**src/rtl/pixel_rx_pkg.sv**
```systemverilog
// pixel_rx_pkg
//   Shared types for the pixel readout receiver: default bus/array sizes,
//   the capture FSM state encoding and the buffered sample record.
//   The sample record is sized from PIX_DW / PIX_NPIX, so the top-level
//   DW / NPIX parameters must be left at these defaults (or the package
//   values changed alongside them).
package pixel_rx_pkg;

    localparam int PIX_DW    = 8;
    localparam int PIX_NPIX  = 4;
    localparam int PIX_IDX_W = $clog2(PIX_NPIX);

    typedef enum logic [1:0] {
        IDLE    = 2'd0,
        WAIT    = 2'd1,
        CAPTURE = 2'd2,
        HOLD    = 2'd3
    } rx_state_t;

    typedef struct packed {
        logic [PIX_DW-1:0]    data;
        logic [PIX_IDX_W-1:0] idx;
        logic                 last;
    } pix_entry_t;

    // True when exactly one bit of the read-select vector is set.
    function automatic logic is_onehot(input logic [PIX_NPIX-1:0] v);
        return (v != '0) && ((v & (v - 1'b1)) == '0);
    endfunction

endpackage

```
**src/rtl/pixel_rx_fifo.sv**
```systemverilog
// pixel_rx_fifo
//   Synchronous FIFO of pix_entry_t samples.
//   Ports:
//     CLK, RESET   clock, asynchronous active-low reset
//     push         write push_entry (accepted if not full, or full with a pop)
//     push_entry   sample to store
//     pop          remove the head (ignored when empty)
//     head         head-of-FIFO entry, zero when empty
//     empty, full  occupancy flags
//     level        number of stored entries (0..FIFO_DEPTH)
//   A push into an empty FIFO becomes visible on head the following cycle;
//   there is no fall-through path from push_entry to head.
module pixel_rx_fifo
    import pixel_rx_pkg::*;
#(
    parameter int FIFO_DEPTH = 4
) (
    input  logic                        CLK,
    input  logic                        RESET,
    input  logic                        push,
    input  pix_entry_t                  push_entry,
    input  logic                        pop,
    output pix_entry_t                  head,
    output logic                        empty,
    output logic                        full,
    output logic [$clog2(FIFO_DEPTH):0] level
);

    localparam int AW = $clog2(FIFO_DEPTH);
    localparam logic [AW:0] FULL_LVL = (AW+1)'(FIFO_DEPTH);

    pix_entry_t    mem [FIFO_DEPTH];
    logic [AW-1:0] wr_ptr;
    logic [AW-1:0] rd_ptr;
    logic [AW:0]   level_q;
    logic          do_push;
    logic          do_pop;

    assign empty   = (level_q == '0);
    assign full    = (level_q == FULL_LVL);
    assign do_pop  = pop && !empty;
    // When full, a same-cycle pop frees the slot the push is about to use.
    assign do_push = push && (!full || do_pop);

    always_ff @(posedge CLK) begin
        if (do_push) begin
            mem[wr_ptr] <= push_entry;
        end
    end

    always_ff @(posedge CLK or negedge RESET) begin
        if (!RESET) begin
            wr_ptr  <= '0;
            rd_ptr  <= '0;
            level_q <= '0;
        end else begin
            if (do_push) begin
                wr_ptr <= wr_ptr + 1'b1;
            end
            if (do_pop) begin
                rd_ptr <= rd_ptr + 1'b1;
            end
            case ({do_push, do_pop})
                2'b10:   level_q <= level_q + 1'b1;
                2'b01:   level_q <= level_q - 1'b1;
                default: level_q <= level_q;
            endcase
        end
    end

    // Gating keeps the outputs at zero while empty, including after reset.
    assign head  = empty ? '0 : mem[rd_ptr];
    assign level = level_q;

endmodule

```
**src/rtl/pixel_readout_rx.sv**
```systemverilog
// pixel_readout_rx
//   Receiving end of the pixel readout bus. Each READ strobe selects one
//   pixel which drives its code on DATA_BUS; the code is sampled SETTLE+1
//   cycles after the strobe rises, tagged with the pixel index and an
//   end-of-frame flag, and buffered for the downstream image pipeline.
//   Purely a bus listener: DATA_BUS is never driven.
//   Ports:
//     CLK, RESET   clock, asynchronous active-low reset
//     DATA_BUS     shared pixel bus (sampled)
//     READ         one-hot pixel read selects
//     CONVERT      conversion phase; rising edge starts a new frame
//     PIX_DATA/PIX_IDX/PIX_LAST/PIX_VALID/PIX_READY   output sample stream
//     FIFO_LEVEL   buffer occupancy
//     OVERFLOW     sticky: sample dropped because the buffer was full
//     READ_ERR     sticky: multi-bit READ, or strobe ended before sampling
//     ERR_CLR      clears both sticky flags (a coincident new error wins)
//     FRAME_CNT    completed frames, wrapping
//     RX_STATE     current capture FSM state
//   Stream handshake: PIX_VALID is high whenever the buffer holds a sample;
//   the head is consumed on any cycle with PIX_VALID && PIX_READY, and the
//   PIX_* values hold steady while PIX_VALID is high and PIX_READY is low.
module pixel_readout_rx
    import pixel_rx_pkg::*;
#(
    parameter int NPIX       = PIX_NPIX,
    parameter int DW         = PIX_DW,
    parameter int SETTLE     = 2,
    parameter int FIFO_DEPTH = 4
) (
    input  logic                        CLK,
    input  logic                        RESET,
    input  logic [DW-1:0]               DATA_BUS,
    input  logic [NPIX-1:0]             READ,
    input  logic                        CONVERT,
    output logic [DW-1:0]               PIX_DATA,
    output logic [$clog2(NPIX)-1:0]     PIX_IDX,
    output logic                        PIX_LAST,
    output logic                        PIX_VALID,
    input  logic                        PIX_READY,
    output logic [$clog2(FIFO_DEPTH):0] FIFO_LEVEL,
    output logic                        OVERFLOW,
    output logic                        READ_ERR,
    input  logic                        ERR_CLR,
    output logic [15:0]                 FRAME_CNT,
    output rx_state_t                   RX_STATE
);

    localparam int IDX_W = $clog2(NPIX);
    localparam logic [IDX_W-1:0] LAST_CNT = IDX_W'(NPIX - 1);

    rx_state_t        state_q, state_d;
    logic [3:0]       cnt_q, cnt_d;
    logic [IDX_W-1:0] idx_q, idx_d;
    logic [IDX_W-1:0] cap_cnt_q;
    logic [NPIX-1:0]  read_prev;
    logic             convert_prev;
    logic             overflow_q;
    logic             read_err_q;
    logic [15:0]      frame_cnt_q;

    logic             read_rise;
    logic             convert_rise;
    logic             capture;
    logic             err_evt;
    logic             cap_last;
    logic             drop;
    pix_entry_t       push_entry;
    pix_entry_t       head;
    logic             fifo_empty;
    logic             fifo_full;

    function automatic logic [IDX_W-1:0] onehot_to_idx(input logic [NPIX-1:0] v);
        logic [IDX_W-1:0] r;
        r = '0;
        for (int i = 0; i < NPIX; i++) begin
            if (v[i]) begin
                r = IDX_W'(i);
            end
        end
        return r;
    endfunction

    assign read_rise    = (READ != '0) && (read_prev == '0);
    assign convert_rise = CONVERT && !convert_prev;

    // Capture FSM: next state and control strobes.
    always_comb begin
        state_d = state_q;
        cnt_d   = cnt_q;
        idx_d   = idx_q;
        capture = 1'b0;
        err_evt = 1'b0;
        case (state_q)
            IDLE: begin
                if (read_rise) begin
                    if (is_onehot(READ)) begin
                        idx_d   = onehot_to_idx(READ);
                        cnt_d   = 4'(SETTLE - 1);
                        state_d = WAIT;
                    end else begin
                        err_evt = 1'b1;
                    end
                end
            end
            WAIT: begin
                // Any change of the select before sampling means the bus
                // value can no longer be trusted for this pixel.
                if (READ != read_prev) begin
                    err_evt = 1'b1;
                    state_d = HOLD;
                end else if (cnt_q == '0) begin
                    state_d = CAPTURE;
                end else begin
                    cnt_d = cnt_q - 1'b1;
                end
            end
            CAPTURE: begin
                capture = 1'b1;
                state_d = HOLD;
            end
            HOLD: begin
                if (READ == '0) begin
                    state_d = IDLE;
                end
            end
            default: state_d = IDLE;
        endcase
    end

    assign cap_last   = (cap_cnt_q == LAST_CNT);
    assign push_entry = '{data: DATA_BUS, idx: idx_q, last: cap_last};
    // Full implies non-empty, so PIX_READY alone tells whether a pop frees a slot.
    assign drop       = capture && fifo_full && !PIX_READY;

    always_ff @(posedge CLK or negedge RESET) begin
        if (!RESET) begin
            state_q      <= IDLE;
            cnt_q        <= '0;
            idx_q        <= '0;
            cap_cnt_q    <= '0;
            read_prev    <= '0;
            convert_prev <= 1'b0;
            overflow_q   <= 1'b0;
            read_err_q   <= 1'b0;
            frame_cnt_q  <= '0;
        end else begin
            state_q      <= state_d;
            cnt_q        <= cnt_d;
            idx_q        <= idx_d;
            read_prev    <= READ;
            convert_prev <= CONVERT;

            // Frame start takes priority over a coincident capture; the
            // capture still uses the old count for its LAST tag.
            if (convert_rise) begin
                cap_cnt_q <= '0;
            end else if (capture) begin
                cap_cnt_q <= cap_last ? '0 : cap_cnt_q + 1'b1;
            end

            // Frames are counted even when the final sample is dropped.
            if (capture && cap_last) begin
                frame_cnt_q <= frame_cnt_q + 1'b1;
            end

            if (drop) begin
                overflow_q <= 1'b1;
            end else if (ERR_CLR) begin
                overflow_q <= 1'b0;
            end

            if (err_evt) begin
                read_err_q <= 1'b1;
            end else if (ERR_CLR) begin
                read_err_q <= 1'b0;
            end
        end
    end

    pixel_rx_fifo #(
        .FIFO_DEPTH (FIFO_DEPTH)
    ) u_fifo (
        .CLK        (CLK),
        .RESET      (RESET),
        .push       (capture),
        .push_entry (push_entry),
        .pop        (PIX_READY),
        .head       (head),
        .empty      (fifo_empty),
        .full       (fifo_full),
        .level      (FIFO_LEVEL)
    );

    assign PIX_DATA  = head.data;
    assign PIX_IDX   = head.idx;
    assign PIX_LAST  = head.last;
    assign PIX_VALID = !fifo_empty;
    assign OVERFLOW  = overflow_q;
    assign READ_ERR  = read_err_q;
    assign FRAME_CNT = frame_cnt_q;
    assign RX_STATE  = state_q;

endmodule

```
**config.mk**
```make
export PLATFORM = sky130hd
export DESIGN_NAME = pixel_readout_rx
export DESIGN_NICKNAME = d
export VERILOG_FILES = /design/src/rtl/pixel_rx_pkg.sv /design/src/rtl/pixel_rx_fifo.sv /design/src/rtl/pixel_readout_rx.sv
export SDC_FILE = /design/constraint.sdc
export NUM_CORES = 1
export LEC_CHECK = 0
export CAP_MARGIN = 20
export CORE_MARGIN = 2
export CORE_UTILIZATION = 55
export CTS_CLUSTER_SIZE = 8
export DETAILED_ROUTE_END_ITERATION = 10
export HOLD_SLACK_MARGIN = 0.12
export PLACE_DENSITY = 0.86
export SETUP_SLACK_MARGIN = 0.02
export SLEW_MARGIN = 20
export SYNTH_ARGS = -nofsm -noshare
export SYNTH_HDL_FRONTEND = slang
export SYNTH_HIERARCHICAL = 1
export SYNTH_SLANG_ARGS = --single-unit
```
**constraint.sdc**
```tcl
create_clock -name CLK -period 2.53 [get_ports CLK]
set_input_delay 0.253 -clock CLK [delete_from_list [all_inputs] [get_ports CLK]]
set_output_delay 0.253 -clock CLK [all_outputs]
set_load 0.01 [all_outputs]
```
==> results.tsv <==
metric	value	unit
io_pins	52	
fmax	414	MHz
grt_pass1_wl	11800	µm
tightest_slew	0.932	ns
synth_top_flop_cell	edfxtp_1	
postSynthCellCount	289	
rows	31	
vias	2489	
dp_hpwl	4970	µm
yosysUniqueCellTypes	69	
crit_fanout	14	
dr.pass1.iters	4	
layout_common_cells	clkdlybuf4s50_1, edfxtp_1, dfrtp_1, nor2_1, inv_1	
wire_per_inst	16.3	µm
synth-seq-cells	84	
maxSlewHeadroom	0.378	
root_buffer	clkbuf_8	
synth_edf_count	44	
grt_max_degree	41	
p_per_area	1030	nW/µm²
period_needed	2.41	ns
die_area	7990	µm²
dp_cells	435	
hold_path_class	in -> reg	
wl	7420	µm
yosysWarnings	6	
num-nets-final	382	
syn_area	4010	µm²
io_buffer_count	51	
antenna_found_initial	0	
cts.sinks	84	
core-area	7180	µm²
htreeDepth	3	
die-height	89.4	µm
rsz0062_at_grt	false	
outcome	completed	
remaining_drc_errors	0	
slew_viol_final	0	
startpoint_type	flop	
total_power	5.01	mW
skew	0.0128	ns
ant_nets	0	
setup_viol	0	
drv_cap	0	
synthArstFlopShare	0.476	
synth_fp_nets	319	
vias_per_cell	5.46	
grt_overflow	0	
fin_setup_tns	0	ns
critPathCaptureType	output pin	
grt_pass1_vias	2444	
hold_viol	0	
drive_gt1_frac	0.176	
synth_top_area_cell	edfxtp_1	
antenna_cells	0	
ir_drop	0.467	mV
cts_buffers	9	
yosysSeqAreaShare	0.579	
cts_tree	built	
area_delta_synth_final	21.1	%
clockBufferDepth	2	
clk_latency	0.35	ns
globalplace.congestion	0.842	
final_cells	456	
grt_usage	0.199	
cts.clk_slew.worst_paths	0.08	ns
synth_area_leaders	edfxtp_1, dfrtp_1, mux4_2	
drt_first_iter_violations	149	
p_leak	1.89	nW
fp.dieW	89.4	µm
post-route-period-util	0.954	
crit_required	2.28	ns
crit_arrival	2.16	ns
worstSetupPathType	reg -> out	
final_common_cell	clkdlybuf4s50_1	
start_util	0.559	
synth_top_area_share	0.329	
avgSynthCellArea	13.9	µm²
==> through the flow <==
| step | hold slack [ns] | util | instance area [µm²] | worst slack [ns] |
|---|---|---|---|---|
| 2_1_floorplan | -0.0426 | - | 4010 | 0.291 |
| 3_3_place_gp | 0.437 | 0.641 | 4600 | 0.208 |
| 3_5_place_dp | 0.440 | 0.641 | 4600 | 0.134 |
| 4_1_cts | 0.351 | 0.673 | 4830 | 0.0858 |
| 5_1_grt | 0.385 | 0.677 | 4860 | 0.0200 |
| 6_report | 0.366 | 0.677 | 4860 | 0.117 |
==> per-layer routing <==
layer / vias up / track usage / part of all wire
met1: 1250 / 0.260 / 0.45
li1: 1180 / - / -
met4: 0 / 0.0692 / 0.014
met5: - / 0 / 0
met2: 53 / 0.331 / 0.50
met3: 6 / 0.0443 / 0.036
==> cell type report <==
class	count	area, µm²
multi-input cells	177	1530
inverters	16	60.1
repair buffers	64	606
fillers	501	2320
well taps	99	124
clock buffers	10	128
clock inverters	6	87.6
flip-flops and latches	84	2320
==> worst paths after layout <==
| check | startpoint | endpoint | slack (ns) | cells past startpoint |
|---|---|---|---|---|
| min in group asynchronous | RESET | FRAME_CNT[15]$_DFFE_PN0P_ | 0.57 | 2 |
| max | u_fifo/level[0]$_DFFE_PN0P_ | PIX_DATA[1] | 0.12 | 4 |
| max reg2reg | RX_STATE[0]$_DFFE_PN0P_ | u_fifo/level[1]$_DFFE_PN0P_ | 0.29 | 8 |
| min | CONVERT | convert_prev$_DFF_PN0_ | 0.37 | 1 |
| min reg2reg | FRAME_CNT[15]$_DFFE_PN0P_ | FRAME_CNT[15]$_DFFE_PN0P_ | 0.48 | 1 |
| max in group asynchronous | RESET | u_fifo/rd_ptr[0]$_DFFE_PN0N_ | 1.32 | 2 |
==> kinds of logic after synthesis <==
group / after synthesis / share of synthesized area
simple gates: 85 / 0.123
flops: 84 / 0.579
compound gates: 37 / 0.0789
buf+inv: 28 / 0.0396
xor+xnor: 25 / 0.0583
mux: 16 / 0.0761
fa+ha+maj: 14 / 0.0449
==> critical path: stages, from the launching register on <==
cell and delay (ns):
dfrtp_1 0.45, or3_2 0.53, buf_4 0.20, and2_1 0.16, clkdlybuf4s50_1 0.48
==> synth_stat cells (2+ instances only) <==
library cell	count
nand4_1	4
dfrtp_1	40
buf_2	2
clkbuf_1	2
o21ai_0	6
buf_6	4
nand2b_1	3
xor2_2	2
xor2_1	11
buf_4	3
nor3_1	3
mux4_2	11
a21oi_1	4
and3_1	2
xnor2_1	12
nor2_1	18
nand3_1	7
o211ai_1	2
ha_1	12
edfxtp_1	44
nand2_1	12
mux2i_1	2
and3_2	2
and2_1	12
a221o_1	2
inv_1	16
and2_2	4
nor4b_1	2
nor2b_1	3
and2b_1	2
a211oi_1	2
==> what timing repair did <==
item                       CTS  global route
setup buffers                0             4
pin swaps                    0             0
gates cloned                 0             0
resized for setup            1             0
setup endpoints to repair    7             4
hold endpoints to repair    40             0
hold buffers                 1             0
==> where the power goes <==
part / total [mW] / internal [mW] / switching (mW)
Combinational: 2.01 / 1.11 / 0.899
Clock: 1.04 / 0.558 / 0.481
Sequential: 1.96 / 1.74 / 0.225
Total: 5.01 / 3.41 / 1.60
==> sequential cells by signal, indices dropped and copies added (netlist names) <==
name,count
convert_prev,1
u_fifo/mem,44
RX_STATE,2
OVERFLOW,1
FRAME_CNT,16
u_fifo/wr_ptr,2
read_prev,4
u_fifo/rd_ptr,2
u_fifo/level,3
cnt_q,4
READ_ERR,1
cap_cnt_q,2
idx_q,2
Power figures use the tool's default switching activity.
